==> config.mk <==
export PLATFORM = sky130hd
export DESIGN_NAME = uart_in_wb_controller
export DESIGN_NICKNAME = d
export VERILOG_FILES = /design/src/rtl/uart_in_wb_controller.sv
export SDC_FILE = /design/constraint.sdc
export NUM_CORES = 1
export LEC_CHECK = 0
export CORE_UTILIZATION = 55
export DETAILED_ROUTE_END_ITERATION = 7
export PLACE_DENSITY_LB_ADDON = 0.08
export SLEW_MARGIN = 30
export SYNTH_ARGS = -nofsm -noshare
export SYNTH_HDL_FRONTEND = slang
export SYNTH_SLANG_ARGS = --single-unit
==> constraint.sdc <==
create_clock -name clk -period 3.9 [get_ports clk]
set_clock_uncertainty 0.05 [all_clocks]
set_input_delay 0.585 -clock clk [delete_from_list [all_inputs] [get_ports clk]]
set_output_delay 0.585 -clock clk [all_outputs]
set_load 0.01 [all_outputs]
==> src/rtl/uart_in_wb_controller.sv <==
// uart_in_wb_controller: sequences the `in` instruction against the register-file write port.
// UART RX bytes are buffered in a small FIFO, assembled into a byte or big-endian 32-bit word
// on request, and committed through the single RF write port once the pipeline leaves it idle.
// The PC is held while the request is outstanding.
// Optional feature: define UART_IN_TIMEOUT_EN to abandon a stalled COLLECT after
// TIMEOUT_CYCLES cycles without a byte; missing low bytes are zero and `timeout` becomes sticky.
module uart_in_wb_controller #(
  parameter int unsigned FIFO_DEPTH     = 16,
  parameter int unsigned REG_ADDR_WIDTH = 5,
  parameter int unsigned TIMEOUT_CYCLES = 1000000
) (
  input  logic                      clk,
  input  logic                      reset,
  input  logic [7:0]                rx_data,
  input  logic                      rx_valid,
  input  logic                      req,
  input  logic                      req_word,
  input  logic [REG_ADDR_WIDTH-1:0] req_rd,
  input  logic                      wb_en,
  input  logic [REG_ADDR_WIDTH-1:0] wb_rd,
  input  logic [31:0]               wb_data,
  output logic                      rf_we,
  output logic [REG_ADDR_WIDTH-1:0] rf_waddr,
  output logic [31:0]               rf_wdata,
  output logic                      pc_enable,
  output logic                      busy,
  output logic                      overflow,
  output logic                      timeout
);

  localparam int unsigned PtrW = $clog2(FIFO_DEPTH);
  localparam int unsigned CntW = PtrW + 1;

  typedef enum logic [1:0] {StIdle, StCollect, StWrite} state_e;

  state_e                    state_q;
  logic [7:0]                fifo_mem [FIFO_DEPTH];
  logic [PtrW-1:0]           wr_ptr_q, rd_ptr_q;
  logic [CntW-1:0]           fifo_cnt_q;
  logic [31:0]               assembly_q;
  logic [REG_ADDR_WIDTH-1:0] rd_q;
  logic                      word_q;
  logic [1:0]                byte_cnt_q;
  logic                      overflow_q;

  logic fifo_empty, fifo_full, pop, push, last_byte;

  assign fifo_empty = (fifo_cnt_q == '0);
  assign fifo_full  = (fifo_cnt_q == CntW'(FIFO_DEPTH));
  assign pop        = (state_q == StCollect) && !fifo_empty;
  // A pop in the same cycle frees a slot, so a full FIFO still accepts the byte.
  assign push       = rx_valid && (!fifo_full || pop);
  assign last_byte  = word_q ? (byte_cnt_q == 2'd3) : 1'b1;

`ifdef UART_IN_TIMEOUT_EN
  localparam int unsigned TmoW = $clog2(TIMEOUT_CYCLES + 1);
  logic [TmoW-1:0] tmo_cnt_q;
  logic            timeout_q;
  logic [5:0]      fill_shift;

  // Bits of zero padding for the bytes still missing when the timeout fires.
  assign fill_shift = word_q ? {3'd4 - {1'b0, byte_cnt_q}, 3'b000} : 6'd8;
  assign timeout    = timeout_q;
`else
  assign timeout = 1'b0;
`endif

  assign overflow = overflow_q;
  assign busy     = (state_q != StIdle);

  // FIFO storage; contents need no reset since the count gates every read.
  always_ff @(posedge clk) begin
    if (push) fifo_mem[wr_ptr_q] <= rx_data;
  end

  // FIFO bookkeeping and request sequencing FSM.
  always_ff @(posedge clk) begin
    if (reset) begin
      state_q    <= StIdle;
      wr_ptr_q   <= '0;
      rd_ptr_q   <= '0;
      fifo_cnt_q <= '0;
      assembly_q <= '0;
      rd_q       <= '0;
      word_q     <= 1'b0;
      byte_cnt_q <= 2'd0;
      overflow_q <= 1'b0;
`ifdef UART_IN_TIMEOUT_EN
      tmo_cnt_q  <= '0;
      timeout_q  <= 1'b0;
`endif
    end else begin
      if (push) wr_ptr_q <= wr_ptr_q + 1'b1;
      if (pop)  rd_ptr_q <= rd_ptr_q + 1'b1;
      if (push && !pop)      fifo_cnt_q <= fifo_cnt_q + 1'b1;
      else if (pop && !push) fifo_cnt_q <= fifo_cnt_q - 1'b1;
      if (rx_valid && !push) overflow_q <= 1'b1;

      unique case (state_q)
        StIdle: begin
          if (req) begin
            rd_q       <= req_rd;
            word_q     <= req_word;
            byte_cnt_q <= 2'd0;
            assembly_q <= '0;
`ifdef UART_IN_TIMEOUT_EN
            tmo_cnt_q  <= '0;
`endif
            state_q    <= StCollect;
          end
        end
        StCollect: begin
          if (pop) begin
            // First byte received ends up most significant.
            assembly_q <= {assembly_q[23:0], fifo_mem[rd_ptr_q]};
            byte_cnt_q <= byte_cnt_q + 2'd1;
            if (last_byte) state_q <= StWrite;
`ifdef UART_IN_TIMEOUT_EN
            tmo_cnt_q  <= '0;
          end else if (tmo_cnt_q == TmoW'(TIMEOUT_CYCLES - 1)) begin
            assembly_q <= assembly_q << fill_shift;
            timeout_q  <= 1'b1;
            state_q    <= StWrite;
          end else begin
            tmo_cnt_q  <= tmo_cnt_q + 1'b1;
`endif
          end
        end
        StWrite: begin
          if (!wb_en) state_q <= StIdle;
        end
        default: state_q <= StIdle;
      endcase
    end
  end

  // RF port arbitration and PC stall; pipeline writeback always wins.
  always_comb begin
    rf_we     = wb_en;
    rf_waddr  = wb_rd;
    rf_wdata  = wb_data;
    pc_enable = 1'b1;
    unique case (state_q)
      StIdle:    pc_enable = !req;
      StCollect: pc_enable = 1'b0;
      StWrite: begin
        if (wb_en) begin
          pc_enable = 1'b0;
        end else begin
          rf_we     = 1'b1;
          rf_waddr  = rd_q;
          rf_wdata  = assembly_q;
          pc_enable = 1'b1;
        end
      end
      default: pc_enable = 1'b1;
    endcase
  end

endmodule
# Word level (Yosys, flattened, before mapping)
# Memories as Yosys holds them, arrays and structs flattened. A register that Yosys moved wholly into a read port is not among the register bits.
# Index checks and enable logic that the tools add are counted.
[classes]
add_sub_neg = 5
multipliers = 0
n_div = 0
n_lt_le_gt_ge = 0
n_eq_ne = 8
shifts = 0
muxes = 25
bitwise = 0
n_reduce_logical = 19
[ops]
columns = ["cell", "count"]
rows = [
  ["$mux 32", 4],
  ["$pmux 32 s2", 1],
  ["$mux 5", 4],
  ["$mux 2", 6],
  ["$add 4x1->4 const B", 2],
  ["$mux 4", 2],
  ["$ne 2x2->1 const B", 4],
  ["$pmux 2 s3", 1],
  ["$reduce_bool 2->1", 3],
  ["$add 5x1->5 const B", 1],
  ["$eq 5x5->1 const B", 1],
  ["$logic_and 1x1->1", 5],
  ["$logic_not 1->1", 5],
  ["$logic_not 5->1", 1],
  ["$mux 1", 5],
  ["$sub 5x1->5 const B", 1],
  ["$eq 2x2->1 const B", 2],
  ["$pmux 2 s2", 1],
  ["$reduce_and 4->1", 1],
  ["$pmux 1 s3", 1],
  ["$reduce_and 3->1", 1],
  ["$add 2x1->2 const B", 1],
  ["$eq 2x1->1 const B", 1],
  ["$logic_not 2->1", 1],
  ["other kinds (2)", 2],
]
[totals]
reg_bits = 56
latch_bits = 0
mem_bits_rw = 128
rom_bits = 0
in_bits = 56
output_inout_bits = 42
word_cells = 67
mem_count = 1
[mem_list]
columns = ["name", "depth", "word_bits", "rd", "rd_clocked_by_memory_dff", "write_ports", "line", "text"]
rows = [
  ["fifo_mem", 16, 8, 1, 1, 1, "37", "logic [7:0] fifo_mem [FIFO_DEPTH];"],
]

# Longest topological paths before layout
# Gate-level depths: netlist of the first run.
[depth]
ltp_word = 9
ltp_mapped = 10
mapped_depth_nobuf = 9

# Worst setup path after synthesis of the first run
# Ideal clock, no wire load.
[synth_path]
path_kind = "register to register"
start = "reg fifo_cnt_q[0]"
end = "reg fifo_cnt_q[4]"
setup_ns = 0.121
arrival_ns = 2.768
required_time_ns = 3.729
path_slack_ns = 0.961
path_stages_with_launch = 11
n_path_buf = 1
synth_period_minus_slack_ns = 2.939
path_cell_list = "dfxtp_1 or4_1 buf_2 o21ai_2 ha_1 inv_1 fa_1 a21o_1 a21oi_1 mux2i_1 mux2_2"
[synth_via]
elab_chain_cells = 8
elab_cells_between_ends = 16
cone_classes = "2 x add/sub; 1 x eq/ne; 2 x mux; 11 x reduce/logical"
[synth_lines]
columns = ["element", "line", "text"]
rows = [
  ["from (decl)", "39", "logic [CntW-1:0] fifo_cnt_q;"],
  ["from (signal assigned)", "95", "if (push && !pop) fifo_cnt_q <= fifo_cnt_q + 1'b1;"],
  ["from (signal assigned)", "96", "else if (pop && !push) fifo_cnt_q <= fifo_cnt_q - 1'b1;"],
  ["branches (longest 8 deep; another with $sub 5x1->5)", "-", ""],
]
# Several ways; the timed one is not identified. The select of a mux whose other input is x is not followed.
# A chain may end at the register's enable or synchronous reset.

# Final worst setup path of the first run
# Ends and elaborated chain as after synthesis.

==> impl_metrics.env, run 1 <==
export IMPL_use_met3_pct=4.51
export IMPL_async_flop_share_pct=0
export IMPL_max_slew_margin_rel_pct=39.3
export IMPL_avgViaCountPerCell=5.68
export IMPL_crit_type="flip-flop to flip-flop"
export IMPL_place_hpwl_um=10400
export IMPL_die_w_um=122
export IMPL_grtUsageTotal_pct=22.1
export IMPL_synth_flop_cell="edfxtp_1"
export IMPL_worstPathRequired_ps=4170
export IMPL_synth_seq_cells=188
export IMPL_p_sw_mw=1.38
export IMPL_cp_start_kind="flip-flop"
export IMPL_mostFrequentLayoutCells="edfxtp_1, clkdlybuf4s50_1, nor2_1"
export IMPL_core_area_mm2=0.0140
export IMPL_cts_tree="yes"
export IMPL_n_antenna_cell=0
export IMPL_place_congestion=0.779
export IMPL_holdWs_ps=436
export IMPL_yosysWarnings=0
export IMPL_top_usage_layer="met2"
export IMPL_grt_pass1_vias=4665
export IMPL_worstMarginPinSlew_ps=909
export IMPL_ys_top_cells_by_area="edfxtp_1, dfxtp_1, mux4_2"
export IMPL_num_io_pins=98
export IMPL_arrival_ps=3540
export IMPL_syn_area_mm2=0.00797
export IMPL_wire_per_inst_um=19.2
export IMPL_drtAntennaViolNets=0
export IMPL_cts_hold_repair_buffers=0
export IMPL_drtPass1Iterations=4
export IMPL_grt_pass1_wl_um=24100
export IMPL_vias=4621
export IMPL_clkSinkCount=188
export IMPL_yosysTopAreaCell="edfxtp_1"
export IMPL_rsz0062_at_grt="false"
export IMPL_synth_top_area_share_pct=48.2
export IMPL_power_density_mw_per_mm2=523
export IMPL_clkPwrFrac_pct=33.5
export IMPL_antenna_found_initial=0
export IMPL_area_growth_pct=21.7
export IMPL_ir_drop_mv=0.362
export IMPL_syn_inst=525
export IMPL_synth_avg_cell_area_um2=15.2
export IMPL_use_met1_pct=27.3
export IMPL_crit_path_max_fanout=6
export IMPL_drive_gt1_share_pct=21.5
export IMPL_rows=43
export IMPL_post_cts_buffers=0
export IMPL_drt_iter0_markers=301
export IMPL_synth_cell_types=48
export IMPL_crit_path_end_kind="flip-flop"
export IMPL_layout_min_cycle_time_ps=3280
export IMPL_finalHoldViolCount=0
export IMPL_initial_utilization_pct=57.0
export IMPL_swShare_pct=27.1
export IMPL_overflow=0
export IMPL_cap_violations=0
export IMPL_finalCritPeriodShare_pct=84.1
export IMPL_die_area_mm2=0.0150
export IMPL_dp_cells=782
export IMPL_drc=0
export IMPL_hp_class="flip-flop to flip-flop"
export IMPL_total_power_mw=5.07
export IMPL_wl_um=15700
export IMPL_cts_max_path_buffers=2
export IMPL_synth_nets=592
export IMPL_grt_max_degree=54
export IMPL_gr_usage_met2_pct=37.8
export IMPL_io_buffers=96
export IMPL_cts_buffers=17
export IMPL_root_buffer="clkbuf_16"
export IMPL_drv_slew=0
export IMPL_intPower_mw=3.69
export IMPL_max_freq_mhz=305
export IMPL_clk_latency_ps=430
export IMPL_path_clk_slew_ps=70
export IMPL_p_leak_nw=3.37
export IMPL_seqPwrFrac_pct=46.9
export IMPL_cts_resized=0
export IMPL_final_cells=814
export IMPL_htree_levels=4
export IMPL_mostFrequentLayoutCell="edfxtp_1"
export IMPL_tns_ps=0
export IMPL_die_y_um=122
export IMPL_synth_seq_area_share_pct=63.3
export IMPL_outcome="completed"
export IMPL_final_nets=688
export IMPL_setup_viol=0
export IMPL_p_comb_share_pct=19.6
export IMPL_synth_edff_count=128
[through the flow]
step | utilization [%] | instance area (µm²) | worst slack [ps]
CTS | 69.3 | 9700 | 644
global route | 69.3 | 9700 | 519
detailed placement | 65.2 | 9110 | 589
floorplan | - | 7970 | 961
global placement | 65.2 | 9110 | 684
finish | 69.3 | 9700 | 622
[path summary, 6_finish.rpt]
path	from	to	slack, ps	cells past startpoint
setup / recovery	fifo_cnt_q[0]	fifo_cnt_q[4]	620	9
hold / removal	overflow	overflow	440	2
setup reg to reg	fifo_cnt_q[0]	fifo_cnt_q[4]	620	9
hold reg to reg	overflow	overflow	440	2
[registers in the layout, summed over array words and instances, names as in the netlist, named ones only]
| register | count |
|---|---|
| fifo_mem | 128 |
| assembly_q | 32 |
| fifo_cnt_q | 5 |
| rd_q | 5 |
| rd_ptr_q | 4 |
| wr_ptr_q | 4 |
| byte_cnt_q | 2 |
| state_q | 2 |
| overflow | 1 |
| word_q | 1 |
[cells by family after synthesis]
group | Yosys count | share of synthesized area (%)
flops | 188 | 63.3
simple gates | 126 | 7.54
mux | 118 | 20.6
buf+inv | 40 | 2.39
compound gates | 33 | 3.45
fa+ha+maj | 11 | 1.82
xor+xnor | 8 | 0.879
other cells | 1 | 0.0471
[final cells by class]
type	instances	area, µm²
fillers	948	4290
flip-flops and latches	188	5050
well taps	180	225
multi-input cells	297	2760
clock buffers	17	425
clock inverters	15	156
repair buffers	109	1060
inverters	8	30.0
[cells in the mapped netlist, drive strengths merged (2+ instances only)]
cell type	instances
xor2	5
buf	20
and2	23
a21o	2
mux4	32
o211ai	2
dfxtp	60
nor3	4
o21ai	3
o31ai	2
nand3	6
ha	10
a311oi	2
nand2	6
a21oi	8
inv	8
nand2b	6
nor2	72
mux2i	40
mux2	46
clkbuf	12
a221o	7
edfxtp	128
xnor2	3
nor2b	2
[per-layer routing]
metal | wire length [µm] | vias up
met5 | 0 | -
met4 | 301 | 0
met3 | 762 | 22
met2 | 8060 | 120
met1 | 6530 | 2319
li1 | - | 2160
[power groups by stage]
stage / sequential [mW] / clock [mW] / combinational, mW
after floorplan: 2.34 / 0 / 0.729
after global placement: 2.41 / 0 / 0.963
after detailed placement: 2.42 / 0 / 0.996
after CTS: 2.38 / 1.72 / 1.00
after global routing: 2.39 / 1.80 / 1.08
final: 2.38 / 1.70 / 0.995
[critical path: stages, from the launching register on]
cell	delay [ps]
dfxtp_1	370
or4_1	720
o21ai_2	330
ha_1	230
inv_1	110
fa_1	420
a21o_1	180
a21oi_1	190
mux2i_1	230
mux2_2	350
Note: power is estimated with default switching activity, not from simulation.
==> inputs of run 2 (changes only) <==
Clock period 3.9 ns to 3.3 ns, I/O delays scaled along.
==> run 2 against run 1 <==
  * Via count shrank 1.5%
  * Fmax grew 6.3%
  * Largest cell class unchanged
  * Clock-buffer cell count grew 2
  * Flip-flop and latch count is the same
  * Highest routed layer unchanged
  * Non-clock buffer count grew 14
  * Sequential share of layout area shrank 0.39 points
  * Power grew 16%
==> impl_metrics.env, run 2 (same netlist as run 1, synthesis figures left out) <==
export IMPL_outcome="completed"
export IMPL_cp_slowest_cell="or4_1"
export IMPL_drt_iter0_markers=238
export IMPL_place_congestion=0.737
export IMPL_drtAntennaViolNets=0
export IMPL_cts_resized=0
export IMPL_setup_viol=0
export IMPL_use_met1_pct=27.1
export IMPL_overflow=0
export IMPL_post_cts_buffers=0
export IMPL_num_io_pins=98
export IMPL_finalCritPeriodShare_pct=93.5
export IMPL_mostFrequentLayoutCell="edfxtp_1"
export IMPL_largest_reg_flops=128
export IMPL_die_area_mm2=0.0150
export IMPL_layout_min_cycle_time_ps=3080
export IMPL_max_freq_mhz=324
export IMPL_crit_path_end_kind="flip-flop"
export IMPL_worstPathRequired_ps=3570
export IMPL_wire_per_inst_um=18.7
export IMPL_rows=43
export IMPL_grt_max_degree=38
export IMPL_die_y_um=122
export IMPL_grt_pass1_wl_um=23700
export IMPL_finalHoldViolCount=0
export IMPL_io_buffers=96
export IMPL_avgViaCountPerCell=5.50
export IMPL_cap_violations=0
export IMPL_cts_hold_repair_buffers=0
export IMPL_power_density_mw_per_mm2=603
export IMPL_total_power_mw=5.89
export IMPL_grtUsageTotal_pct=21.7
export IMPL_place_hpwl_um=10300
export IMPL_tns_ps=0
export IMPL_drv_slew=0
export IMPL_drc=0
export IMPL_clk_latency_ps=420
export IMPL_top_usage_layer="met2"
export IMPL_max_slew_margin_rel_pct=35.9
export IMPL_rsz0062_at_grt="false"
export IMPL_grt_pass1_vias=4512
export IMPL_initial_utilization_pct=57.0
export IMPL_cts_tree="yes"
export IMPL_root_buffer="clkbuf_16"
export IMPL_reg_largest_list="fifo_mem (128), assembly_q (32)"
export IMPL_core_area_mm2=0.0140
export IMPL_drive_gt1_share_pct=22.4
export IMPL_cp_start_kind="flip-flop"
export IMPL_n_antenna_cell=0
export IMPL_worstMarginPinSlew_ps=960
export IMPL_drtPass1Iterations=4
export IMPL_area_growth_pct=22.6
export IMPL_final_nets=702
export IMPL_htree_levels=4
export IMPL_crit_path_max_fanout=6
export IMPL_n_fill_cell=972
export IMPL_slowest_delay_ps=580
export IMPL_use_met3_pct=4.32
export IMPL_vias=4552
export IMPL_mostFrequentLayoutCells="edfxtp_1, clkdlybuf4s50_1, nor2_1"
export IMPL_die_w_um=122
export IMPL_cp_cell_sequence="or4_1 > o21ai_2 > ha_1 > inv_1 > fa_1 > a21o_1 > a21oi_1 > mux2i_1 > mux2_2"
export IMPL_cts_buffers=17
export IMPL_cts_max_path_buffers=2
export IMPL_wl_um=15500
export IMPL_p_leak_nw=3.42
export IMPL_regMostFlops="fifo_mem"
export IMPL_path_clk_slew_ps=70
export IMPL_crit_type="flip-flop to flip-flop"
export IMPL_arrival_ps=3350
export IMPL_ir_drop_mv=0.475
export IMPL_final_core_util_pct=69.8
export IMPL_gr_usage_met2_pct=37.7
export IMPL_clkSinkCount=188
export IMPL_hp_class="flip-flop to flip-flop"
export IMPL_antenna_found_initial=0
## run 2: cell count changes in the layout (fill, tap and decap cells not counted), sizes merged
cell	delta
buf	+14
inv	+2
bufinv	-2
clkbuf	+2
clkinv	-2
## run 2: through the flow
stage	setup slack [ps]	cells	hold slack, ps	instance area (µm²)
CTS	223	828	438	9770
floorplan	361	525	394	7970
detailed placement	98.8	796	418	9230
global placement	206	796	418	9230
global route	59.6	828	467	9770
finish	215	828	435	9770
## run 2: per-layer routing
metal,routed length (µm),vias up
li1,-,2183
met1,6500,2225
met2,7910,129
met3,867,15
met4,193,0
met5,0,-
## run 2: area by class of cell
class / count / area, µm² / area share, %
Clock buffer: 19 / 433 / 4.43
Multi-Input combinational cell: 297 / 2760 / 28.2
Inverter: 8 / 30.0 / 0.307
Sequential cell: 188 / 5050 / 51.7
Timing Repair Buffer: 123 / 1170 / 12.0
Clock inverter: 13 / 105 / 1.08
Tap cell: 180 / 225 / 2.31
## run 2: final timing paths
check                                    from             to  slack, ps  depth (start not counted)
worst max-delay path            fifo_cnt_q[0]  fifo_cnt_q[4]        220                          9
worst min register to register       overflow       overflow        440                          2
worst max register to register  fifo_cnt_q[0]  fifo_cnt_q[4]        220                          9
worst min-delay path                 overflow       overflow        440                          2
## run 2: critical path, delay by kind of cell (launching register included)
family / cells / cell delay, ps
compound gates: 3 / 640
fa+ha+maj: 2 / 660
buf+inv: 1 / 110
flops: 1 / 370
mux: 2 / 570
simple gates: 1 / 580
## run 2: where the power goes
part | leakage [nW] | switching [mW] | internal, mW
registers | 1.64 | 0.162 | 2.65
clock network | 0.261 | 0.883 | 0.983
logic | 1.51 | 0.588 | 0.627
